`config.mk`:
```
export PLATFORM = sky130hd
export DESIGN_NAME = npc_ctrl_fsm_flat
export DESIGN_NICKNAME = d
export VERILOG_FILES = /design/src/rtl/npc_ctrl_pkg.sv /design/src/rtl/npc_ctrl_fsm_if.sv /design/src/rtl/npc_ctrl_decode.sv /design/src/rtl/npc_ctrl_fsm.sv /design/src/flat_wrapper.sv
export SDC_FILE = /design/constraint.sdc
export NUM_CORES = 1
export LEC_CHECK = 0
export ABC_AREA = 1
export BUFFER_PORTS_ARGS = -buffer_cell sky130_fd_sc_hd__buf_2
export CAP_MARGIN = 20
export CORE_UTILIZATION = 40
export CTS_BUF_LIST = sky130_fd_sc_hd__clkbuf_8
export DETAILED_ROUTE_END_ITERATION = 8
export GPL_TIMING_DRIVEN = 0
export PLACE_DENSITY = 0.7
export SYNTH_ARGS = -nofsm -noshare
export SYNTH_HDL_FRONTEND = slang
export SYNTH_SLANG_ARGS = --single-unit
```
`constraint.sdc`:
```
create_clock -name clk -period 1.2 [get_ports clk]
set_input_delay 0.12 -clock clk [delete_from_list [all_inputs] [get_ports clk]]
set_output_delay 0.12 -clock clk [all_outputs]
set_load 0.02 [all_outputs]
```
`src/rtl/npc_ctrl_pkg.sv`:
```
// Shared encodings for the NPC multi-cycle control unit: opcodes, funct3 values,
// FSM states, ALU/select one-hot encodings and the decoded-control bundle.
package npc_ctrl_pkg;

  localparam logic [6:0] OPC_OPIMM  = 7'b0010011;
  localparam logic [6:0] OPC_LUI    = 7'b0110111;
  localparam logic [6:0] OPC_AUIPC  = 7'b0010111;
  localparam logic [6:0] OPC_JAL    = 7'b1101111;
  localparam logic [6:0] OPC_JALR   = 7'b1100111;
  localparam logic [6:0] OPC_BRANCH = 7'b1100011;
  localparam logic [6:0] OPC_LOAD   = 7'b0000011;
  localparam logic [6:0] OPC_STORE  = 7'b0100011;
  localparam logic [6:0] OPC_SYSTEM = 7'b1110011;

  localparam logic [2:0] F3_ADDI = 3'b000;
  localparam logic [2:0] F3_JALR = 3'b000;
  localparam logic [2:0] F3_BEQ  = 3'b000;
  localparam logic [2:0] F3_BNE  = 3'b001;

  localparam logic [31:0] INST_EBREAK = 32'h0010_0073;

  typedef enum logic [2:0] {
    ST_IDLE       = 3'd0,
    ST_FETCH_REQ  = 3'd1,
    ST_FETCH_WAIT = 3'd2,
    ST_EXEC       = 3'd3,
    ST_MEM_REQ    = 3'd4,
    ST_MEM_WAIT   = 3'd5,
    ST_WB         = 3'd6,
    ST_HALT       = 3'd7
  } state_e;

  // LUI pass-through lives in the top bit, so its index depends on ALU_OP_W
  localparam int unsigned ALU_ADD_BIT = 0;
  localparam int unsigned ALU_SUB_BIT = 1;

  localparam logic [1:0] SRC1_RS1     = 2'b01;
  localparam logic [1:0] SRC1_PC      = 2'b10;
  localparam logic [3:0] SRC2_RS2     = 4'b0001;
  localparam logic [3:0] SRC2_IMM_IS  = 4'b0010;
  localparam logic [3:0] SRC2_IMM_U   = 4'b0100;
  localparam logic [3:0] SRC2_CONST4  = 4'b1000;
  localparam logic [2:0] NPC_SEQ      = 3'b001;
  localparam logic [2:0] NPC_PC_IMM   = 3'b010;
  localparam logic [2:0] NPC_JALR     = 3'b100;

  typedef struct packed {
    logic       legal;
    logic       ebreak;
    logic       mem;
    logic       store;
    logic       branch;
    logic       bne;
    logic       rf_we;
    logic       rfwd_load;
    logic [1:0] src1;
    logic [3:0] src2;
    logic [2:0] npc;
    logic [1:0] mem_size;
    logic       mem_unsigned;
  } dec_t;

  function automatic logic load_ok(input logic [2:0] f3, input logic rv64);
    case (f3)
      3'b000, 3'b001, 3'b010, 3'b100, 3'b101: return 1'b1;
      3'b011, 3'b110:                         return rv64;
      default:                                return 1'b0;
    endcase
  endfunction

  function automatic logic store_ok(input logic [2:0] f3, input logic rv64);
    case (f3)
      3'b000, 3'b001, 3'b010: return 1'b1;
      3'b011:                 return rv64;
      default:                return 1'b0;
    endcase
  endfunction

endpackage

```
`src/rtl/npc_ctrl_fsm_if.sv`:
```
// IFU and LSU request/response handshakes seen by the NPC control unit.
interface npc_ctrl_fsm_if;
  logic        ifu_req_valid;
  logic        ifu_req_ready;
  logic        ifu_resp_valid;
  logic [31:0] ifu_resp_inst;
  logic        lsu_req_valid;
  logic        lsu_req_ready;
  logic        lsu_req_we;
  logic [1:0]  lsu_req_size;
  logic        lsu_req_unsigned;
  logic        lsu_resp_valid;

  modport master (
    output ifu_req_valid,
    input  ifu_req_ready, ifu_resp_valid, ifu_resp_inst,
    output lsu_req_valid, lsu_req_we, lsu_req_size, lsu_req_unsigned,
    input  lsu_req_ready, lsu_resp_valid
  );

  modport slave (
    input  ifu_req_valid,
    output ifu_req_ready, ifu_resp_valid, ifu_resp_inst,
    input  lsu_req_valid, lsu_req_we, lsu_req_size, lsu_req_unsigned,
    output lsu_req_ready, lsu_resp_valid
  );
endinterface

```
`src/rtl/npc_ctrl_decode.sv`:
```
// Combinational decode of the latched instruction into control fields.
// Undecodable words yield an all-zero bundle (legal=0) so a cleared inst reads as idle.
module npc_ctrl_decode
  import npc_ctrl_pkg::*;
#(
  parameter int unsigned XLEN     = 64,
  parameter int unsigned ALU_OP_W = 12
) (
  input  logic [31:0]         inst_i,
  output dec_t                dec_o,
  output logic [ALU_OP_W-1:0] alu_op_o
);

  logic [6:0] opcode;
  logic [2:0] f3;
  logic       rv64;

  assign opcode = inst_i[6:0];
  assign f3     = inst_i[14:12];
  assign rv64   = (XLEN == 64);

  always_comb begin
    dec_o    = '0;
    alu_op_o = '0;
    case (opcode)
      OPC_OPIMM: if (f3 == F3_ADDI) begin
        dec_o.legal = 1'b1; dec_o.rf_we = 1'b1;
        dec_o.src1  = SRC1_RS1; dec_o.src2 = SRC2_IMM_IS; dec_o.npc = NPC_SEQ;
        alu_op_o[ALU_ADD_BIT] = 1'b1;
      end
      OPC_LUI: begin
        dec_o.legal = 1'b1; dec_o.rf_we = 1'b1;
        dec_o.src2  = SRC2_IMM_U; dec_o.npc = NPC_SEQ;
        alu_op_o[ALU_OP_W-1] = 1'b1;
      end
      OPC_AUIPC: begin
        dec_o.legal = 1'b1; dec_o.rf_we = 1'b1;
        dec_o.src1  = SRC1_PC; dec_o.src2 = SRC2_IMM_U; dec_o.npc = NPC_SEQ;
        alu_op_o[ALU_ADD_BIT] = 1'b1;
      end
      OPC_JAL: begin
        dec_o.legal = 1'b1; dec_o.rf_we = 1'b1;
        dec_o.src1  = SRC1_PC; dec_o.src2 = SRC2_CONST4; dec_o.npc = NPC_PC_IMM;
        alu_op_o[ALU_ADD_BIT] = 1'b1;
      end
      OPC_JALR: if (f3 == F3_JALR) begin
        dec_o.legal = 1'b1; dec_o.rf_we = 1'b1;
        dec_o.src1  = SRC1_PC; dec_o.src2 = SRC2_CONST4; dec_o.npc = NPC_JALR;
        alu_op_o[ALU_ADD_BIT] = 1'b1;
      end
      OPC_BRANCH: if (f3 == F3_BEQ || f3 == F3_BNE) begin
        dec_o.legal = 1'b1; dec_o.branch = 1'b1; dec_o.bne = (f3 == F3_BNE);
        dec_o.src1  = SRC1_RS1; dec_o.src2 = SRC2_RS2; dec_o.npc = NPC_SEQ;
        alu_op_o[ALU_SUB_BIT] = 1'b1;
      end
      OPC_LOAD: if (load_ok(f3, rv64)) begin
        dec_o.legal = 1'b1; dec_o.mem = 1'b1; dec_o.rf_we = 1'b1; dec_o.rfwd_load = 1'b1;
        dec_o.src1  = SRC1_RS1; dec_o.src2 = SRC2_IMM_IS; dec_o.npc = NPC_SEQ;
        dec_o.mem_size = f3[1:0]; dec_o.mem_unsigned = f3[2];
        alu_op_o[ALU_ADD_BIT] = 1'b1;
      end
      OPC_STORE: if (store_ok(f3, rv64)) begin
        dec_o.legal = 1'b1; dec_o.mem = 1'b1; dec_o.store = 1'b1;
        dec_o.src1  = SRC1_RS1; dec_o.src2 = SRC2_IMM_IS; dec_o.npc = NPC_SEQ;
        dec_o.mem_size = f3[1:0];
        alu_op_o[ALU_ADD_BIT] = 1'b1;
      end
      OPC_SYSTEM: if (inst_i == INST_EBREAK) begin
        dec_o.legal = 1'b1; dec_o.ebreak = 1'b1; dec_o.npc = NPC_SEQ;
      end
      default: ;
    endcase
  end

endmodule

```
`src/rtl/npc_ctrl_fsm.sv`:
```
// NPC multi-cycle control unit: fetch/execute/memory/writeback FSM around npc_ctrl_decode.
// Optional NPC_CTRL_PERF_EN adds 64-bit cycle and retired-instruction counters.
module npc_ctrl_fsm
  import npc_ctrl_pkg::*;
#(
  parameter int unsigned XLEN     = 64,
  parameter int unsigned ALU_OP_W = 12
) (
  input  logic                clk,
  input  logic                rst,
  npc_ctrl_fsm_if.master      bus,
  input  logic                br_eq,
  output logic [31:0]         inst_o,
  output logic [ALU_OP_W-1:0] alu_op,
  output logic [1:0]          sel_alusrc1,
  output logic [3:0]          sel_alusrc2,
  output logic [1:0]          sel_rfwd,
  output logic [2:0]          sel_nextpc,
  output logic                rf_we,
  output logic                pc_we,
  output logic                halt,
`ifdef NPC_CTRL_PERF_EN
  output logic                illegal,
  output logic [63:0]         perf_cycle,
  output logic [63:0]         perf_instret
`else
  output logic                illegal
`endif
);

  state_e      state_q, state_d;
  logic [31:0] inst_q, inst_d;
  logic        halt_q, halt_d;
  logic        illegal_q, illegal_d;
  dec_t        dec;

  npc_ctrl_decode #(.XLEN(XLEN), .ALU_OP_W(ALU_OP_W)) u_decode (
    .inst_i   (inst_q),
    .dec_o    (dec),
    .alu_op_o (alu_op)
  );

  always_ff @(posedge clk or posedge rst) begin
    if (rst) begin
      state_q   <= ST_IDLE;
      inst_q    <= '0;
      halt_q    <= 1'b0;
      illegal_q <= 1'b0;
    end else begin
      state_q   <= state_d;
      inst_q    <= inst_d;
      halt_q    <= halt_d;
      illegal_q <= illegal_d;
    end
  end

  always_comb begin
    state_d           = state_q;
    inst_d            = inst_q;
    halt_d            = halt_q;
    illegal_d         = illegal_q;
    bus.ifu_req_valid = 1'b0;
    bus.lsu_req_valid = 1'b0;
    rf_we             = 1'b0;
    pc_we             = 1'b0;
    case (state_q)
      ST_IDLE:      state_d = ST_FETCH_REQ;
      ST_FETCH_REQ: begin
        bus.ifu_req_valid = 1'b1;
        if (bus.ifu_req_ready) state_d = ST_FETCH_WAIT;
      end
      ST_FETCH_WAIT: if (bus.ifu_resp_valid) begin
        inst_d  = bus.ifu_resp_inst;
        state_d = ST_EXEC;
      end
      ST_EXEC: begin
        if (!dec.legal) begin
          illegal_d = 1'b1;
          state_d   = ST_HALT;
        end else if (dec.ebreak) begin
          halt_d  = 1'b1;
          state_d = ST_HALT;
        end else if (dec.mem) begin
          state_d = ST_MEM_REQ;
        end else begin
          state_d = ST_WB;
        end
      end
      ST_MEM_REQ: begin
        bus.lsu_req_valid = 1'b1;
        if (bus.lsu_req_ready) state_d = ST_MEM_WAIT;
      end
      ST_MEM_WAIT:  if (bus.lsu_resp_valid) state_d = ST_WB;
      ST_WB: begin
        rf_we   = dec.rf_we;
        pc_we   = 1'b1;
        state_d = ST_FETCH_REQ;
      end
      ST_HALT:      state_d = ST_HALT;
      default:      state_d = ST_IDLE;
    endcase
  end

  // Request attributes come straight from the latched instruction, so they stay stable while waiting
  assign bus.lsu_req_we       = dec.store;
  assign bus.lsu_req_size     = dec.mem_size;
  assign bus.lsu_req_unsigned = dec.mem_unsigned;

  assign inst_o      = inst_q;
  assign sel_alusrc1 = dec.src1;
  assign sel_alusrc2 = dec.src2;
  assign sel_rfwd    = {1'b0, dec.rfwd_load};
  assign sel_nextpc  = (dec.branch && (dec.bne ^ br_eq)) ? NPC_PC_IMM : dec.npc;
  assign halt        = halt_q;
  assign illegal     = illegal_q;

`ifdef NPC_CTRL_PERF_EN
  logic [63:0] cycle_q, instret_q;

  always_ff @(posedge clk or posedge rst) begin
    if (rst) begin
      cycle_q   <= '0;
      instret_q <= '0;
    end else begin
      if (state_q != ST_IDLE && state_q != ST_HALT) cycle_q <= cycle_q + 64'd1;
      if (state_q == ST_WB) instret_q <= instret_q + 64'd1;
    end
  end

  assign perf_cycle   = cycle_q;
  assign perf_instret = instret_q;
`endif

endmodule

```
`src/flat_wrapper.sv`:
```
// flat-port wrapper written by rule: the top's interface ports become plain ports
module npc_ctrl_fsm_flat import npc_ctrl_pkg::*;
#(
  parameter int unsigned XLEN     = 64,
  parameter int unsigned ALU_OP_W = 12
)
  (clk, rst, br_eq, inst_o, alu_op, sel_alusrc1, sel_alusrc2, sel_rfwd, sel_nextpc, rf_we, pc_we, halt, illegal, bus_ifu_req_valid, bus_ifu_req_ready, bus_ifu_resp_valid, bus_ifu_resp_inst, bus_lsu_req_valid, bus_lsu_req_we, bus_lsu_req_size, bus_lsu_req_unsigned, bus_lsu_req_ready, bus_lsu_resp_valid);
  npc_ctrl_fsm_if bus_i ();
  input  logic clk;
  input  logic rst;
  input  logic br_eq;
  output logic [31:0] inst_o;
  output logic [ALU_OP_W-1:0] alu_op;
  output logic [1:0] sel_alusrc1;
  output logic [3:0] sel_alusrc2;
  output logic [1:0] sel_rfwd;
  output logic [2:0] sel_nextpc;
  output logic rf_we;
  output logic pc_we;
  output logic halt;
  output logic illegal;
  output wire logic [$bits(bus_i.ifu_req_valid)-1:0] bus_ifu_req_valid;
  input wire logic [$bits(bus_i.ifu_req_ready)-1:0] bus_ifu_req_ready;
  input wire logic [$bits(bus_i.ifu_resp_valid)-1:0] bus_ifu_resp_valid;
  input wire logic [$bits(bus_i.ifu_resp_inst)-1:0] bus_ifu_resp_inst;
  output wire logic [$bits(bus_i.lsu_req_valid)-1:0] bus_lsu_req_valid;
  output wire logic [$bits(bus_i.lsu_req_we)-1:0] bus_lsu_req_we;
  output wire logic [$bits(bus_i.lsu_req_size)-1:0] bus_lsu_req_size;
  output wire logic [$bits(bus_i.lsu_req_unsigned)-1:0] bus_lsu_req_unsigned;
  input wire logic [$bits(bus_i.lsu_req_ready)-1:0] bus_lsu_req_ready;
  input wire logic [$bits(bus_i.lsu_resp_valid)-1:0] bus_lsu_resp_valid;
  assign bus_ifu_req_valid = bus_i.ifu_req_valid;
  assign bus_i.ifu_req_ready = bus_ifu_req_ready;
  assign bus_i.ifu_resp_valid = bus_ifu_resp_valid;
  assign bus_i.ifu_resp_inst = bus_ifu_resp_inst;
  assign bus_lsu_req_valid = bus_i.lsu_req_valid;
  assign bus_lsu_req_we = bus_i.lsu_req_we;
  assign bus_lsu_req_size = bus_i.lsu_req_size;
  assign bus_lsu_req_unsigned = bus_i.lsu_req_unsigned;
  assign bus_i.lsu_req_ready = bus_lsu_req_ready;
  assign bus_i.lsu_resp_valid = bus_lsu_resp_valid;
  npc_ctrl_fsm #(.XLEN(XLEN), .ALU_OP_W(ALU_OP_W)) u_core (.clk(clk), .rst(rst), .bus(bus_i), .br_eq(br_eq), .inst_o(inst_o), .alu_op(alu_op), .sel_alusrc1(sel_alusrc1), .sel_alusrc2(sel_alusrc2), .sel_rfwd(sel_rfwd), .sel_nextpc(sel_nextpc), .rf_we(rf_we), .pc_we(pc_we), .halt(halt), .illegal(illegal));
endmodule
```
==> reports/metrics.csv <==
stage,metric,value,unit
grt,grt-ovfl-total,0,
power,netSwitchingFraction,47.1,%
timing,slew_headroom,56.2,%
power,p_total,8.31,mW
power,power.sequential.fraction,29.7,%
setup_path,reg2reg_from,u_core.inst_o[3]$_DFFE_PP0P_,
power,ir_drop,1490,uV
logic_synthesis,netlist_instances,260,
grt,first_global_vias,2198,
timing,layout_worst_path_cycle_share,159,%
logic_synthesis,yosys_warnings,0,
final_layout,number_of_standard_cells_in_the_final_layout_excluding_fillers,483,
logic_synthesis,share_of_flip_flops_with_an_asynchronous_set_or_reset_after_synthesis,100,%
power,power_report.internal_total,4.40,mW
placement,buffer_ports.inserted,93,
logic_synthesis,synth.distinct_cells,29,
setup_path,critical_path.cell_chain,"inv_2, nand2_4, nor2_4, buf_6, nand3_4, nand2_4, nor2_4, nand2_1, nand2_1, inv_2, buf_6",
setup_path,criticalPathCategory,reg2out,
clock_tree,tritoncts,done,
timing,final_period_minus_worst_setup_slack,1.91,ns
logic_synthesis,synth_top_cell_by_area,sky130_fd_sc_hd__dfrtp_1,
routing,routed-via-count,2400,
routing,drt-wirelength-per-cell,15.2,um
logic_synthesis,synth.yosys.seq_area_share,43.8,%
setup_path,timing.critical_path.buf_inv,4,
logic_synthesis,synth_top_cells_by_area,"sky130_fd_sc_hd__dfrtp_1 44%, sky130_fd_sc_hd__nor2_1 9.6%, sky130_fd_sc_hd__a21oi_2 8.3%, sky130_fd_sc_hd__nand2_1 6.8%, sky130_fd_sc_hd__inv_1 6.4%",
final_layout,share_of_final_layout_standard_cells_stronger_than_drive_strength_1,68.8,%
routing,remaining_design_rule_violation_count,0,
setup_path,timing.critical_path.required,1.08,ns
floorplan,floorplan.initialDensity,41.4,%
setup_path,r2r_setup_slack,-0.44,ns
setup_path,r2r_cells,11,
routing,firstDrtPassIters,4,
power,p_switching,3.91,mW
clock_tree,htree_levels,2,
final_layout,flow.area_growth_from_synthesis,79.0,%
timing,worst_slew_pin_slew,0.656,ns
setup_path,crit_path_start,u_core.inst_o[3]$_DFFE_PP0P_,
logic_synthesis,synth_top_cell_area_share,43.8,%
setup_path,slowest_delay,0.42,ns
clock_tree,cts_root_buffer,sky130_fd_sc_hd__clkbuf_8,
setup_path,cp_max_fo,5,
placement,gp_routability_congestion,0.837,
logic_synthesis,yosys-top-cells-count,"54 x sky130_fd_sc_hd__nor2_1, 38 x sky130_fd_sc_hd__nand2_1, 37 x sky130_fd_sc_hd__dfrtp_1",
power,share_comb_of_total_power,59.6,%
min_path,min-delay-path-class,in2reg,
timing,fin_ws,-0.711,ns
setup_path,worst_r2r_end,u_core.state_q[0]$_DFFE_PP0P_,
setup_path,crit_cells,11,
power,static-leakage-power,1.91,nW
timing,timing.final.max_slew_violations,0,
routing,finalWirelength,7340,um
grt,initial_antenna_violation_count,0,
final_layout,antennaDiodeCount,0,
logic_synthesis,postSynthAreaPerCell,8.12,um2
final_layout,fill_cell_count,366,
logic_synthesis,total_of_flip_flops_plus_latches_after_synthesis,37,
status,run_status,finished with violations,
routing,drt_first_iter_violations,153,
power,power_density,2200,nW/um2
timing,hold_viol_final,0,
job,timing.max_cap.violations,0,
setup_path,critical_path.endpoint_type,output pin,
floorplan,ioPinCount,104,
setup_path,critical_path_arrival,1.79,ns
placement,dp_hpwl,4070,um
setup_path,critical-path-top-delay-family,simple AND/OR/NAND/NOR gates,
grt,largest_net_degree_at_the_start_of_global_routing,38,
clock_tree,clkSlewWorstSetupHoldPaths,0.08,ns
routing,remaining_number_of_nets_flagged_by_the_antenna_check_after_routing,0,
logic_synthesis,synthMostInstantiatedCell,sky130_fd_sc_hd__nor2_1,
floorplan,die_h,74.7,um
floorplan,dieArea,5570,um2
logic_synthesis,synth_enable_flop_cells,0,
setup_path,start_kind,register,
timing,report.final.setup_viol,57,
setup_path,critPathCapture,rf_we,
floorplan,die_x,74.7,um
placement,place.detailed.instances,432,
power,pwr-share-clk,10.7,%
setup_path,crit_slowest_cell,sky130_fd_sc_hd__dfrtp_2,
timing,unrepaired_setup_endpoints_after_global_routing,true,
timing,clock-skew-final,0.00967,ns
routing,detail_route.vias_per_cell,4.97,
final_layout,fin_nets,451,
status,failed_checks,setup timing,
logic_synthesis,synth_area,2110,um2
clock_tree,numCtsBuffers,5,
grt,grt.total_usage,24.9,%
clock_tree,buffer_depth_of_the_longest_clock_path,2,
timing,maxClockFrequency,0.523,GHz
grt,grt_first_pass_wirelength,10400,um
clock_tree,worstSkewPairLatency,0.30,ns
floorplan,placement_rows,26,
clock_tree,cts_sinks,37,
logic_synthesis,top_flip_flop_cell_by_instance_count_after_synthesis,sky130_fd_sc_hd__dfrtp_1,
floorplan,floorplan.core_area,5110,um2
## kinds of logic (layout without fill, tap and decap cells)
family,after synthesis,in the layout,share of synthesized area [%]
flops,37,37,43.8
mux,9,9,5.15
compound gates,28,28,10.5
other cells,1,10,0.178
simple gates,128,128,27.0
xor+xnor,1,1,0.415
buf+inv,56,200,12.9
## routing by layer
layer  share of wire (%)  global-route usage [%]  vias to the layer above
li1                    -                       -                     1106
met1                  38                    31.5                     1134
met5                   0                       0                        -
met2                  51                    41.2                      125
met3                 6.7                    6.43                       35
met4                 4.3                    9.01                        0
## power groups by stage
| stage | sequential, mW | combinational, mW | clock (mW) |
|---|---|---|---|
| 3_5_place_dp | 2.40 | 3.26 | 0 |
| 5_1_grt | 2.54 | 5.30 | 0.989 |
| 2_1_floorplan | 2.92 | 1.72 | 0 |
| 6_report | 2.46 | 4.95 | 0.889 |
| 3_3_place_gp | 2.38 | 3.22 | 0 |
| 4_1_cts | 2.41 | 4.36 | 0.888 |
## timing repair
action,4_1_cts,5_1_grt
cloned,3,0
endpoints found under the hold margin,3,0
setup buffers,30,15
endpoints found under the setup margin,57,68
pin swaps,31,28
resized for setup,109,57
hold buffers,1,0
## stage by stage
step	instance area, um2	hold slack (ns)	TNS [ns]	utilization, %	setup WS (ns)
floorplan	2200	0.269	-2.63	-	-0.233
global placement	2750	0.351	-20.12	53.9	-0.427
detailed placement	2750	0.318	-8.20	53.9	-0.381
CTS	3520	0.0474	-13.52	69.0	-0.566
global route	3780	0.0427	-21.30	74.0	-0.795
finish	3780	0.0499	-17.67	74.0	-0.711
## sequential cells by signal (all words and copies together) (netlist names), named ones only
name / count
u_core.illegal: 1
u_core.inst_o: 32
u_core.state_q: 2
u_core.halt: 1
## how the worst min path moves through the flow
stage                                startpoint                            end  slack [ns]  cells past startpoint
after floorplan           bus_ifu_resp_inst[20]  u_core.inst_o[20]$_DFFE_PP0P_        0.27                      1
after global placement    bus_ifu_resp_inst[31]  u_core.inst_o[31]$_DFFE_PP0P_        0.35                      2
after detailed placement                    rst  u_core.inst_o[31]$_DFFE_PP0P_        0.32                      2
after CTS                 bus_ifu_resp_inst[31]  u_core.inst_o[31]$_DFFE_PP0P_        0.05                      2
after global routing       bus_ifu_resp_inst[9]   u_core.inst_o[9]$_DFFE_PP0P_        0.04                      2
final                     bus_ifu_resp_inst[31]  u_core.inst_o[31]$_DFFE_PP0P_        0.05                      2
## layout by cell type, fill, tap and decap left out, types with 6 or more instances in the layout
cell type                 netlist  routed
sky130_fd_sc_hd__nand2_1       38      23
sky130_fd_sc_hd__inv_1         36      24
sky130_fd_sc_hd__nor2_4         1      19
sky130_fd_sc_hd__buf_12         0       7
sky130_fd_sc_hd__inv_2          5      12
sky130_fd_sc_hd__dfrtp_2        0      10
sky130_fd_sc_hd__buf_2          2      71
sky130_fd_sc_hd__nand4_1        9       9
sky130_fd_sc_hd__nand2_2        1       8
sky130_fd_sc_hd__conb_1         1      10
sky130_fd_sc_hd__buf_6          3      33
sky130_fd_sc_hd__mux2_2         7       7
sky130_fd_sc_hd__nor2_1        54      21
sky130_fd_sc_hd__nand3_1       11       6
sky130_fd_sc_hd__nor2_2         3      18
sky130_fd_sc_hd__dfrtp_1       37      27
sky130_fd_sc_hd__a21oi_2       20      21
sky130_fd_sc_hd__buf_4         10      38
sky130_fd_sc_hd__nand2_4        1       8
## cell type report
| type | instances | area (um2) | share of cell area (%) |
|---|---|---|---|
| Tap cell | 70 | 87.6 | 2.32 |
| Timing Repair Buffer | 136 | 1030 | 27.3 |
| Multi-Input combinational cell | 176 | 1310 | 34.7 |
| Clock buffer | 5 | 68.8 | 1.82 |
| Buffer | 15 | 158 | 4.17 |
| Inverter | 41 | 168 | 4.44 |
| Clock inverter | 3 | 17.5 | 0.463 |
| Sequential cell | 37 | 938 | 24.8 |
## worst reg2reg max path, cell delays in order, from the launching register on
cell and delay, ns:
sky130_fd_sc_hd__dfrtp_2 0.42, sky130_fd_sc_hd__inv_2 0.08, sky130_fd_sc_hd__nand2_4 0.06, sky130_fd_sc_hd__nor2_4 0.21
sky130_fd_sc_hd__nand2_1 0.11, sky130_fd_sc_hd__nor2_2 0.10, sky130_fd_sc_hd__nand3_2 0.10, sky130_fd_sc_hd__buf_6 0.13
sky130_fd_sc_hd__nand4_1 0.12, sky130_fd_sc_hd__nand2_1 0.07, sky130_fd_sc_hd__nand2_1 0.06, sky130_fd_sc_hd__nand2_1 0.05
No activity file was read; power rests on OpenSTA's default activity.
